<file path="src/rtl/mips_mem_pkg.sv">
// Shared types for the multicycle MIPS unified-memory arbiter.
// State encoding and owner constants used by the arbiter top and its bench.
package mips_mem_pkg;

  typedef enum logic [1:0] {
    IDLE  = 2'd0,
    ISSUE = 2'd1,
    WAIT  = 2'd2,
    RESP  = 2'd3
  } state_e;

  localparam logic OWN_IF = 1'b0;
  localparam logic OWN_D  = 1'b1;

endpackage

</file>
<file path="src/rtl/mem_starve_counter.sv">
// Saturating count of consecutive fetch losses; sat tells the arbiter to favour fetch.
// sat is registered alongside the count so it is valid the cycle after any update.
module mem_starve_counter #(
  parameter int unsigned STARVE_MAX = 4
) (
  input  logic clock,
  input  logic rst,
  input  logic inc,
  input  logic clr,
  output logic sat
);

  localparam int unsigned CNT_W = $clog2(STARVE_MAX + 1);

  logic [CNT_W-1:0] count;
  logic [CNT_W-1:0] count_nxt;

  always_comb begin
    count_nxt = count;
    if (clr) begin
      count_nxt = '0;
    end else if (inc && (count < CNT_W'(STARVE_MAX))) begin
      count_nxt = count + CNT_W'(1);
    end
  end

  always_ff @(posedge clock) begin
    if (!rst) begin
      count <= '0;
      sat   <= 1'b0;
    end else begin
      count <= count_nxt;
      sat   <= (count_nxt >= CNT_W'(STARVE_MAX));
    end
  end

endmodule

</file>
<file path="src/rtl/mips_mem_arbiter.sv">
// Shares the single RAM port between instruction fetch and data load/store.
// Data has fixed priority unless fetch has lost STARVE_MAX arbitrations in a row.
module mips_mem_arbiter
  import mips_mem_pkg::*;
#(
  parameter int unsigned ADDR_W     = 32,
  parameter int unsigned DATA_W     = 32,
  parameter int unsigned RD_LAT     = 1,
  parameter int unsigned STARVE_MAX = 4
) (
  input  logic              clock,
  input  logic              rst,
  input  logic              if_req,
  input  logic [ADDR_W-1:0] if_addr,
  output logic              if_gnt,
  output logic              if_done,
  output logic [DATA_W-1:0] if_rdata,
  input  logic              d_req,
  input  logic              d_we,
  input  logic [ADDR_W-1:0] d_addr,
  input  logic [DATA_W-1:0] d_wdata,
  output logic              d_gnt,
  output logic              d_done,
  output logic [DATA_W-1:0] d_rdata,
  output logic              mem_en,
  output logic              mem_we,
  output logic [ADDR_W-1:0] mem_addr,
  output logic [DATA_W-1:0] mem_wdata,
  input  logic [DATA_W-1:0] mem_rdata,
  output logic              lorD_mux,
  output logic              busy
);

  localparam int unsigned LAT_W = (RD_LAT > 1) ? $clog2(RD_LAT) : 1;

  state_e             state, state_nxt;
  logic               acc_owner, acc_owner_nxt;
  logic               acc_we, acc_we_nxt;
  logic [LAT_W-1:0]   lat_cnt, lat_nxt;
  logic [ADDR_W-1:0]  addr_nxt;
  logic [DATA_W-1:0]  wdata_nxt;
  logic [DATA_W-1:0]  if_rdata_nxt, d_rdata_nxt;
  logic               if_gnt_nxt, d_gnt_nxt, if_done_nxt, d_done_nxt;
  logic               en_nxt, we_nxt, lord_nxt, busy_nxt;

  logic starve_sat;
  logic grant_d;
  logic grant_if;
  logic starve_inc;
  logic starve_clr;

  // Data wins a tie unless fetch has been starved long enough.
  assign grant_d    = d_req && !(if_req && starve_sat);
  assign grant_if   = if_req && !grant_d;
  assign starve_inc = (state == IDLE) && if_req && d_req && grant_d;
  assign starve_clr = (state == IDLE) && grant_if;

  mem_starve_counter #(
    .STARVE_MAX (STARVE_MAX)
  ) u_starve (
    .clock (clock),
    .rst   (rst),
    .inc   (starve_inc),
    .clr   (starve_clr),
    .sat   (starve_sat)
  );

  always_comb begin
    state_nxt     = state;
    acc_owner_nxt = acc_owner;
    acc_we_nxt    = acc_we;
    lat_nxt       = lat_cnt;
    addr_nxt      = mem_addr;
    wdata_nxt     = mem_wdata;
    if_rdata_nxt  = if_rdata;
    d_rdata_nxt   = d_rdata;
    if_gnt_nxt    = 1'b0;
    d_gnt_nxt     = 1'b0;
    if_done_nxt   = 1'b0;
    d_done_nxt    = 1'b0;
    en_nxt        = 1'b0;
    we_nxt        = 1'b0;

    case (state)
      IDLE: begin
        if (grant_d || grant_if) begin
          state_nxt     = ISSUE;
          acc_owner_nxt = grant_d ? OWN_D : OWN_IF;
          acc_we_nxt    = grant_d && d_we;
          addr_nxt      = grant_d ? d_addr : if_addr;
          if (grant_d) begin
            wdata_nxt = d_wdata;
          end
          d_gnt_nxt  = grant_d;
          if_gnt_nxt = grant_if;
          en_nxt     = 1'b1;
          we_nxt     = grant_d && d_we;
          lat_nxt    = LAT_W'(RD_LAT - 1);
        end
      end
      ISSUE: begin
        state_nxt = acc_we ? RESP : WAIT;
      end
      WAIT: begin
        // Read data is valid on the last WAIT cycle; capture into the owner's register.
        if (lat_cnt == '0) begin
          state_nxt = RESP;
          if (acc_owner == OWN_D) begin
            d_rdata_nxt = mem_rdata;
          end else begin
            if_rdata_nxt = mem_rdata;
          end
        end else begin
          lat_nxt = lat_cnt - LAT_W'(1);
        end
      end
      RESP: begin
        state_nxt = IDLE;
      end
      default: begin
        state_nxt = IDLE;
      end
    endcase

    if (state_nxt == RESP) begin
      if_done_nxt = (acc_owner == OWN_IF);
      d_done_nxt  = (acc_owner == OWN_D);
    end
    busy_nxt = (state_nxt != IDLE);
    lord_nxt = busy_nxt ? acc_owner_nxt : 1'b0;
  end

  always_ff @(posedge clock) begin
    if (!rst) begin
      state     <= IDLE;
      acc_owner <= OWN_IF;
      acc_we    <= 1'b0;
      lat_cnt   <= '0;
      mem_addr  <= '0;
      mem_wdata <= '0;
      if_rdata  <= '0;
      d_rdata   <= '0;
      if_gnt    <= 1'b0;
      d_gnt     <= 1'b0;
      if_done   <= 1'b0;
      d_done    <= 1'b0;
      mem_en    <= 1'b0;
      mem_we    <= 1'b0;
      lorD_mux  <= 1'b0;
      busy      <= 1'b0;
    end else begin
      state     <= state_nxt;
      acc_owner <= acc_owner_nxt;
      acc_we    <= acc_we_nxt;
      lat_cnt   <= lat_nxt;
      mem_addr  <= addr_nxt;
      mem_wdata <= wdata_nxt;
      if_rdata  <= if_rdata_nxt;
      d_rdata   <= d_rdata_nxt;
      if_gnt    <= if_gnt_nxt;
      d_gnt     <= d_gnt_nxt;
      if_done   <= if_done_nxt;
      d_done    <= d_done_nxt;
      mem_en    <= en_nxt;
      mem_we    <= we_nxt;
      lorD_mux  <= lord_nxt;
      busy      <= busy_nxt;
    end
  end

endmodule

</file>
<file path="config.mk">
export PLATFORM = sky130hd
export DESIGN_NAME = mips_mem_arbiter
export DESIGN_NICKNAME = d
export VERILOG_FILES = /design/src/rtl/mips_mem_pkg.sv /design/src/rtl/mem_starve_counter.sv /design/src/rtl/mips_mem_arbiter.sv
export SDC_FILE = /design/constraint.sdc
export NUM_CORES = 1
export LEC_CHECK = 0
export CORE_UTILIZATION = 37
export DETAILED_ROUTE_END_ITERATION = 10
export HOLD_SLACK_MARGIN = 0.15
export PLACE_DENSITY = 0.76
export SYNTH_ARGS = -nofsm -noshare
export SYNTH_HDL_FRONTEND = slang
export SYNTH_SLANG_ARGS = --single-unit
</file>
<file path="constraint.sdc">
create_clock -name clock -period 1.53 [get_ports clock]
set_clock_uncertainty 0.05 [all_clocks]
set_input_delay 0.153 -clock clock [delete_from_list [all_inputs] [get_ports clock]]
set_output_delay 0.153 -clock clock [all_outputs]
set_load 0.05 [all_outputs]
</file>
==> results.md, run 1 <==
- Drt first-iter violations: 344
- Launching element type of the critical path: register
- Area share of the leading cell type in the synthesized netlist: 51.7%
- Synth Register Bits: 143
- Post-synth design cell area: 5540 µm²
- Synth area leaders: dfxtp_1 52%, nand2_1 14%, a21boi_1 13%, o21ai_1 3.8%, a31oi_1 3.6%
- Std-Cell Core Area: 14600 µm²
- CP Buf/Inv Count: 2
- Outcome: finished, final reports clean
- Share of synthesized registers carrying an async set or reset: 0%
- Yosys warning total: 0
- Setup_tns: 0 ns
- Number of CTS-inserted buffers: 17
- Worst slew slack as a fraction of its limit: 72.0%
- Chip width: 124 µm
- Kind of path behind the tightest hold check: primary input to register
- Average detailed-routed wire length per instance: 14.9 µm
- Maximum buffer depth of the clock tree: 2
- Maximum number of pins on one net before global-route repair: 49
- Worst setup path category: register to register
- Period utilisation layout: 97.4%
- Deepest level of the CTS H-tree: 4
- Grt ovf: 0
- Maximum achievable frequency: 671 MHz
- IR drop worst, VDD: 1120 µV
- Syn nets: 800
- Proportion of layout cells with a drive suffix above 1: 21.9%
- Instance count of the mapped netlist: 662
- Detailed Routing Iterations Pass 1: 4
- Initial antenna violation count: 0
- Clock tree from TritonCTS: built
- Transition time of the tightest slew-check pin: 0.420 ns
- Final net count: 1054
- Arr. time, crit path: 1.74 ns
- Worst EP required: 1.78 ns
- Commonest cells post-synth: 200 x nand2_1, 143 x dfxtp_1, 97 x a21boi_1
- Count of flip-flops with a built-in enable after synthesis: 0
- # clock sinks: 143
- Routed via count divided by cell count: 4.92
- Least setup slack across all paths after layout: 0.0404 ns
- Critical Path, Cell by Cell: inv_2, ha_2, or4b_1, nand3_2, inv_2, and3_1
- Final Util: 60.6%
- N_diodes: 0
- Source-to-sink clock delay at the later pin of the worst-skew pair: 0.40 ns
- Most common cell in the netlist: nand2_1
- Number of max-slew violations in the final report: 0
- Reported leakage power: 0.00363 µW
- Crit-path most repeated cell: inv_2
- Total setup buffers inserted after CTS: 0
- Hold Vio Cnt, Final: 0
- Worst hold slack: 0.250 ns
- CP delay by family, top: simple AND/OR/NAND/NOR gates
- Clock-pin slew on the worst setup and hold paths: 0.06 ns
- RSZ-0062 raised after global routing: true
- Residual DRC: 0
- Worst setup timing slack at the placement stage: -0.131 ns
- Power density relative to cell area: 1820 nW/µm²
- Post-detail-place hpwl: 11.3 mm
- Distinct cell type count of the synthesized netlist: 30
- Root Driver: clkbuf_16
- Number of global-route vias before repair: 5085
- Number of fill cells: 1330
- Non-Filler Cell Area, Final: 8830 µm²
- Total placed instance area: 8190 µm²
- Site row count: 44
- First-pass GRT wire length: 26.4 mm
- Crit path max-delay cell type: or4b_1
- Initial standard-cell utilization of the core: 38.0%
- Type of element capturing the critical path: register
- CP peak stage delay: 0.45 ns
- Most frequently used flop master after synthesis: dfxtp_1
- Wirelength, routed: 16.6 mm
- Number of buffer cells added on primary ports: 268
- Syn avg cell area: 8.37 µm²
- Synthesis-to-layout area growth: 59.4%
- Number of setup violations in the final report: 0
- Highest fanout seen on the critical path: 3
- Final weighted congestion of routability-driven global placement: 0.766
- Register area share after synthesis: 51.7%
- Total global-route track usage: 21.1%
- Count of nets left with antenna violations after detail routing: 0
- Top Ports: 269
- Max-cap violations: 0
- Area leader, netlist: dfxtp_1
- Clock period minus worst slack: 1.49 ns
- Die Span Y: 124 µm
- Vias after detailed routing: 5469
- Die area: 15500 µm²
## per-layer routing
metal	share of wire, %	global-route usage [%]	wire (µm)	vias to the layer above
li1	-	-	-	2743
met1	45	26.8	7460	2508
met2	47	34.5	7860	199
met3	6.2	5.97	1020	19
met4	1.5	6.31	257	0
met5	0	0	0	-
## repair_timing
action / 4_1_cts / 5_1_grt
resized for setup: 2 / 6
hold endpoints to repair: 1 / 0
gates cloned: 0 / 1
endpoints found under the setup margin: 2 / 54
hold buffers: 1 / 0
## final cells by class
class	instances	area [µm²]	share of cell area [%]
Clock buffer	22	484	5.48
Clock inverter	9	108	1.22
Inverter	6	22.5	0.255
Multi-Input combinational cell	456	2440	27.6
Sequential cell	143	2860	32.4
Tap cell	184	230	2.61
Timing Repair Buffer	292	2690	30.4
## logic make-up after synthesis
kind of cell    synth area share, %
fa+ha+maj                      1.13
simple gates                   18.3
flops                          51.7
compound gates                 23.8
mux                           0.181
buf+inv                        4.92
## path summary, 6_finish.rpt
check                        to  slack (ns)  cells after the start        start
setup / recovery         d_done        0.04                      6     state[0]
hold reg to reg     if_rdata[0]        0.40                      2  if_rdata[0]
setup reg to reg         d_done        0.04                      6     state[0]
hold / removal    mem_wdata[20]        0.25                      3  d_wdata[20]
## metrics by stage
stage	power, µW	std cells
floorplan	9450	662
global placement	11900	1079
detailed placement	11900	1079
CTS	16100	1111
global route	16900	1112
finish	16100	1112
## sequential cells by signal (all words and copies together) (netlist names), 2 cells and up
name	count
d_rdata	32
if_rdata	32
mem_addr	32
mem_wdata	32
state	2
u_starve.count	3
## placed cells by master (no fill, tap or decap), types with 2 or more instances in the layout
cell | Yosys | layout
a22oi_1 | 3 | 3
clkinvlp_4 | 0 | 2
o21ai_0 | 23 | 23
ha_1 | 5 | 2
a31oi_1 | 32 | 32
nand2_1 | 200 | 200
nor2_1 | 3 | 3
bufinv_16 | 0 | 2
clkbuf_16 | 0 | 18
dfxtp_1 | 143 | 142
clkdlybuf4s50_1 | 0 | 131
clkinv_2 | 0 | 3
ha_2 | 0 | 3
nor2b_1 | 5 | 4
inv_2 | 2 | 4
nand3_1 | 33 | 33
o21ai_1 | 42 | 42
buf_12 | 0 | 12
a21boi_1 | 97 | 97
clkbuf_8 | 0 | 4
inv_1 | 4 | 2
buf_4 | 3 | 147
## where the power goes
part | leakage [µW] | internal, µW | total, µW | switching (µW)
Clock | 0.000288 | 2560 | 4100 | 1540
Sequential | 0.00117 | 4510 | 4920 | 409
Combinational | 0.00218 | 2370 | 7060 | 4690
Total | 0.00363 | 9450 | 16100 | 6640
## tightest hold or removal path, stage by stage
cell             delay, ns
clkdlybuf4s50_1       0.39
nand3_1               0.06
a21boi_1              0.05
Power figures use the tool's default switching activity.
==> run 2: changes to the inputs <==
CORE_UTILIZATION = 38   (was 37)
CTS_BUF_LIST = sky130_fd_sc_hd__clkbuf_4   (was default)
PLACE_DENSITY = 0.78   (was 0.76)
==> run 2 against run 1 <==
The flow now finishes with violations (setup timing). Die area is 2.6% lower. Sequential power hardly changed. Combinational power is 9.6% higher. Hold slack worse by 0.035 ns. Flip-flop and latch count stayed put. Register-to-register slack worse by 0.05 ns. Maximum frequency is 3.1% lower. Sequential share of layout area is 3.3 points lower. Utilization is 9.6 points higher. First-iteration DRC count is 7.8% higher. Power is 6.3% lower. Critical path depth stayed put.
==> results.md, run 2 (synthesized netlist as in run 1, its figures left out) <==
- Proportion of layout cells with a drive suffix above 1: 20.1%
- Final net count: 1187
- Std-Cell Core Area: 14000 µm²
- IR drop worst, VDD: 1210 µV
- Count of cell instances traversed by the critical path: 6
- CP delay by family, top: simple AND/OR/NAND/NOR gates
- Number of setup violations in the final report: 1
- Outcome: finished, violations left
- Drt first-iter violations: 371
- Grt ovf: 0
- Maximum buffer depth of the clock tree: 2
- Power Total: 15100 µW
- Crit-path most repeated cell: inv_2
- Transition time of the tightest slew-check pin: 0.298 ns
- Worst hold slack: 0.215 ns
- Root Driver: clkbuf_4
- Wirelength, routed: 19.8 mm
- Number of buffer cells added on primary ports: 268
- Reported leakage power: 0.00405 µW
- Critical Path, Cell by Cell: inv_2, ha_2, or4b_4, nand3_4, inv_2, and3_1
- Chip width: 123 µm
- Initial standard-cell utilization of the core: 39.5%
- Post-detail-place hpwl: 11.3 mm
- Synthesis-to-layout area growth: 77.9%
- Capture point of the worst reg-to-reg path: d_done
- Detailed Routing Iterations Pass 1: 7
- Total global-route track usage: 25.9%
- Launching element type of the critical path: register
- CP peak stage delay: 0.47 ns
- Final weighted congestion of routability-driven global placement: 0.757
- Count of nets left with antenna violations after detail routing: 0
- Worst setup path category: register to register
- Total setup buffers inserted after CTS: 0
- Kind of path behind the tightest hold check: primary input to register
- Max-cap violations: 0
- Setup_tns: -0.00725 ns
- Top Ports: 269
- Type of element capturing the critical path: register
- Critical path origin: state[0]
- Number of fill cells: 1037
- Arr. time, crit path: 1.90 ns
- Worst slew slack as a fraction of its limit: 80.1%
- # clock sinks: 143
- Number of max-slew violations in the final report: 0
- Die Span Y: 123 µm
- Non-Filler Cell Area, Final: 9860 µm²
- Hold Crit Start: mem_rdata[31]
- Source-to-sink clock delay at the later pin of the worst-skew pair: 0.51 ns
- RSZ-0062 raised after global routing: true
- Worst-case register-to-register setup slack: -0.007 ns
- Commonest non-fill, non-tap cell in the layout: nand2_1
- First-pass GRT wire length: 30.5 mm
- Residual DRC: 0
- Worst hold stages: 3
- Highest fanout seen on the critical path: 3
- Average detailed-routed wire length per instance: 15.9 µm
- Routed via count divided by cell count: 5.06
- Die area: 15100 µm²
- Worst setup timing slack at the placement stage: -0.181 ns
- Crit path max-delay cell type: or4b_4
- Worst Setup EP: d_done
- Total placed instance area: 8200 µm²
- Vias after detailed routing: 6290
- Clock period minus worst slack: 1.54 ns
- Maximum number of pins on one net before global-route repair: 47
- Clock-pin slew on the worst setup and hold paths: 0.12 ns
- Launch point of the worst reg-to-reg path: state[0]
- Clock tree from TritonCTS: built
- Number of cells on the worst reg-to-reg path: 6
- Deepest level of the CTS H-tree: 4
- Number of CTS-inserted buffers: 17
- CP Buf/Inv Count: 2
- Hold Vio Cnt, Final: 0
- Violated checks: setup timing
- Most frequent cells in the layout: 200 x nand2_1, 153 x buf_4, 141 x dfxtp_1, 131 x clkdlybuf4s50_1, 128 x dlygate4sd3_1
- Period utilisation layout: 100%
- Power density relative to cell area: 1530 nW/µm²
- Site row count: 43
- Worst EP required: 1.89 ns
- Maximum achievable frequency: 651 MHz
- Number of global-route vias before repair: 6218
- Initial antenna violation count: 0
- Least setup slack across all paths after layout: -0.00725 ns
[run 2: cell types whose count changed in the layout (fill, tap and decap cells not counted), moves of 2 or more]
cell           before  now
clkbuf_16          18    1
dlygate4sd3_1       1  128
buf_4             147  153
clkbuf_4            0   18
clkbuf_8            4    0
buf_12             12   10
clkinvlp_4          2    6
[run 2: tightest hold or removal path, delay by kind of cell]
family / cells / cell delay, ns
AOI/OAI and AO/OA: 1 / 0.05
buffers and inverters: 1 / 0.45
and+or+nand+nor: 1 / 0.08
[run 2: cell type report]
type | instances | area (µm²) | share of cell area [%]
repair buffers | 425 | 4010 | 40.7
flip-flops and latches | 143 | 2870 | 29.1
multi-input cells | 456 | 2450 | 24.8
well taps | 180 | 225 | 2.28
clock inverters | 14 | 143 | 1.45
clock buffers | 18 | 135 | 1.37
inverters | 6 | 26.3 | 0.267
diodes | 1 | 2.50 | 0.0254
[run 2: timing repair]
action | 4_1_cts | 5_1_grt
resized for setup | 3 | 10
pin swaps | 0 | 1
hold buffers | 128 | 0
endpoints found under the setup margin | 3 | 50
gates cloned | 1 | 1
hold endpoints to repair | 142 | 0
[run 2: stage by stage]
step                std cells  utilization (%)
floorplan                 662                -
global placement         1080             58.4
detailed placement       1080             58.4
CTS                      1241             69.7
global route             1242             70.2
finish                   1243             70.2
[run 2: power breakdown]
| group | internal [µW] | total, µW | leakage, µW | switching [µW] |
|---|---|---|---|---|
| logic | 2770 | 7740 | 0.00274 | 4970 |
| clock network | 981 | 2390 | 0.000138 | 1410 |
| registers | 4500 | 4930 | 0.00117 | 427 |
| total | 8260 | 15100 | 0.00405 | 6810 |
[run 2: metal layers]
layer | GRT usage, % | up-vias | share of wire, %
met5 | 0 | - | 0
met4 | 13.0 | 0 | 3.0
met3 | 7.95 | 51 | 7.9
met2 | 44.1 | 285 | 49
met1 | 29.2 | 2938 | 40
li1 | - | 3016 | -
[run 2: how the worst min path moves through the flow]
stage	to
final	if_rdata[31]
after global routing	d_rdata[31]
after CTS	if_rdata[31]
after detailed placement	d_rdata[13]
after global placement	d_rdata[13]
after floorplan	if_gnt
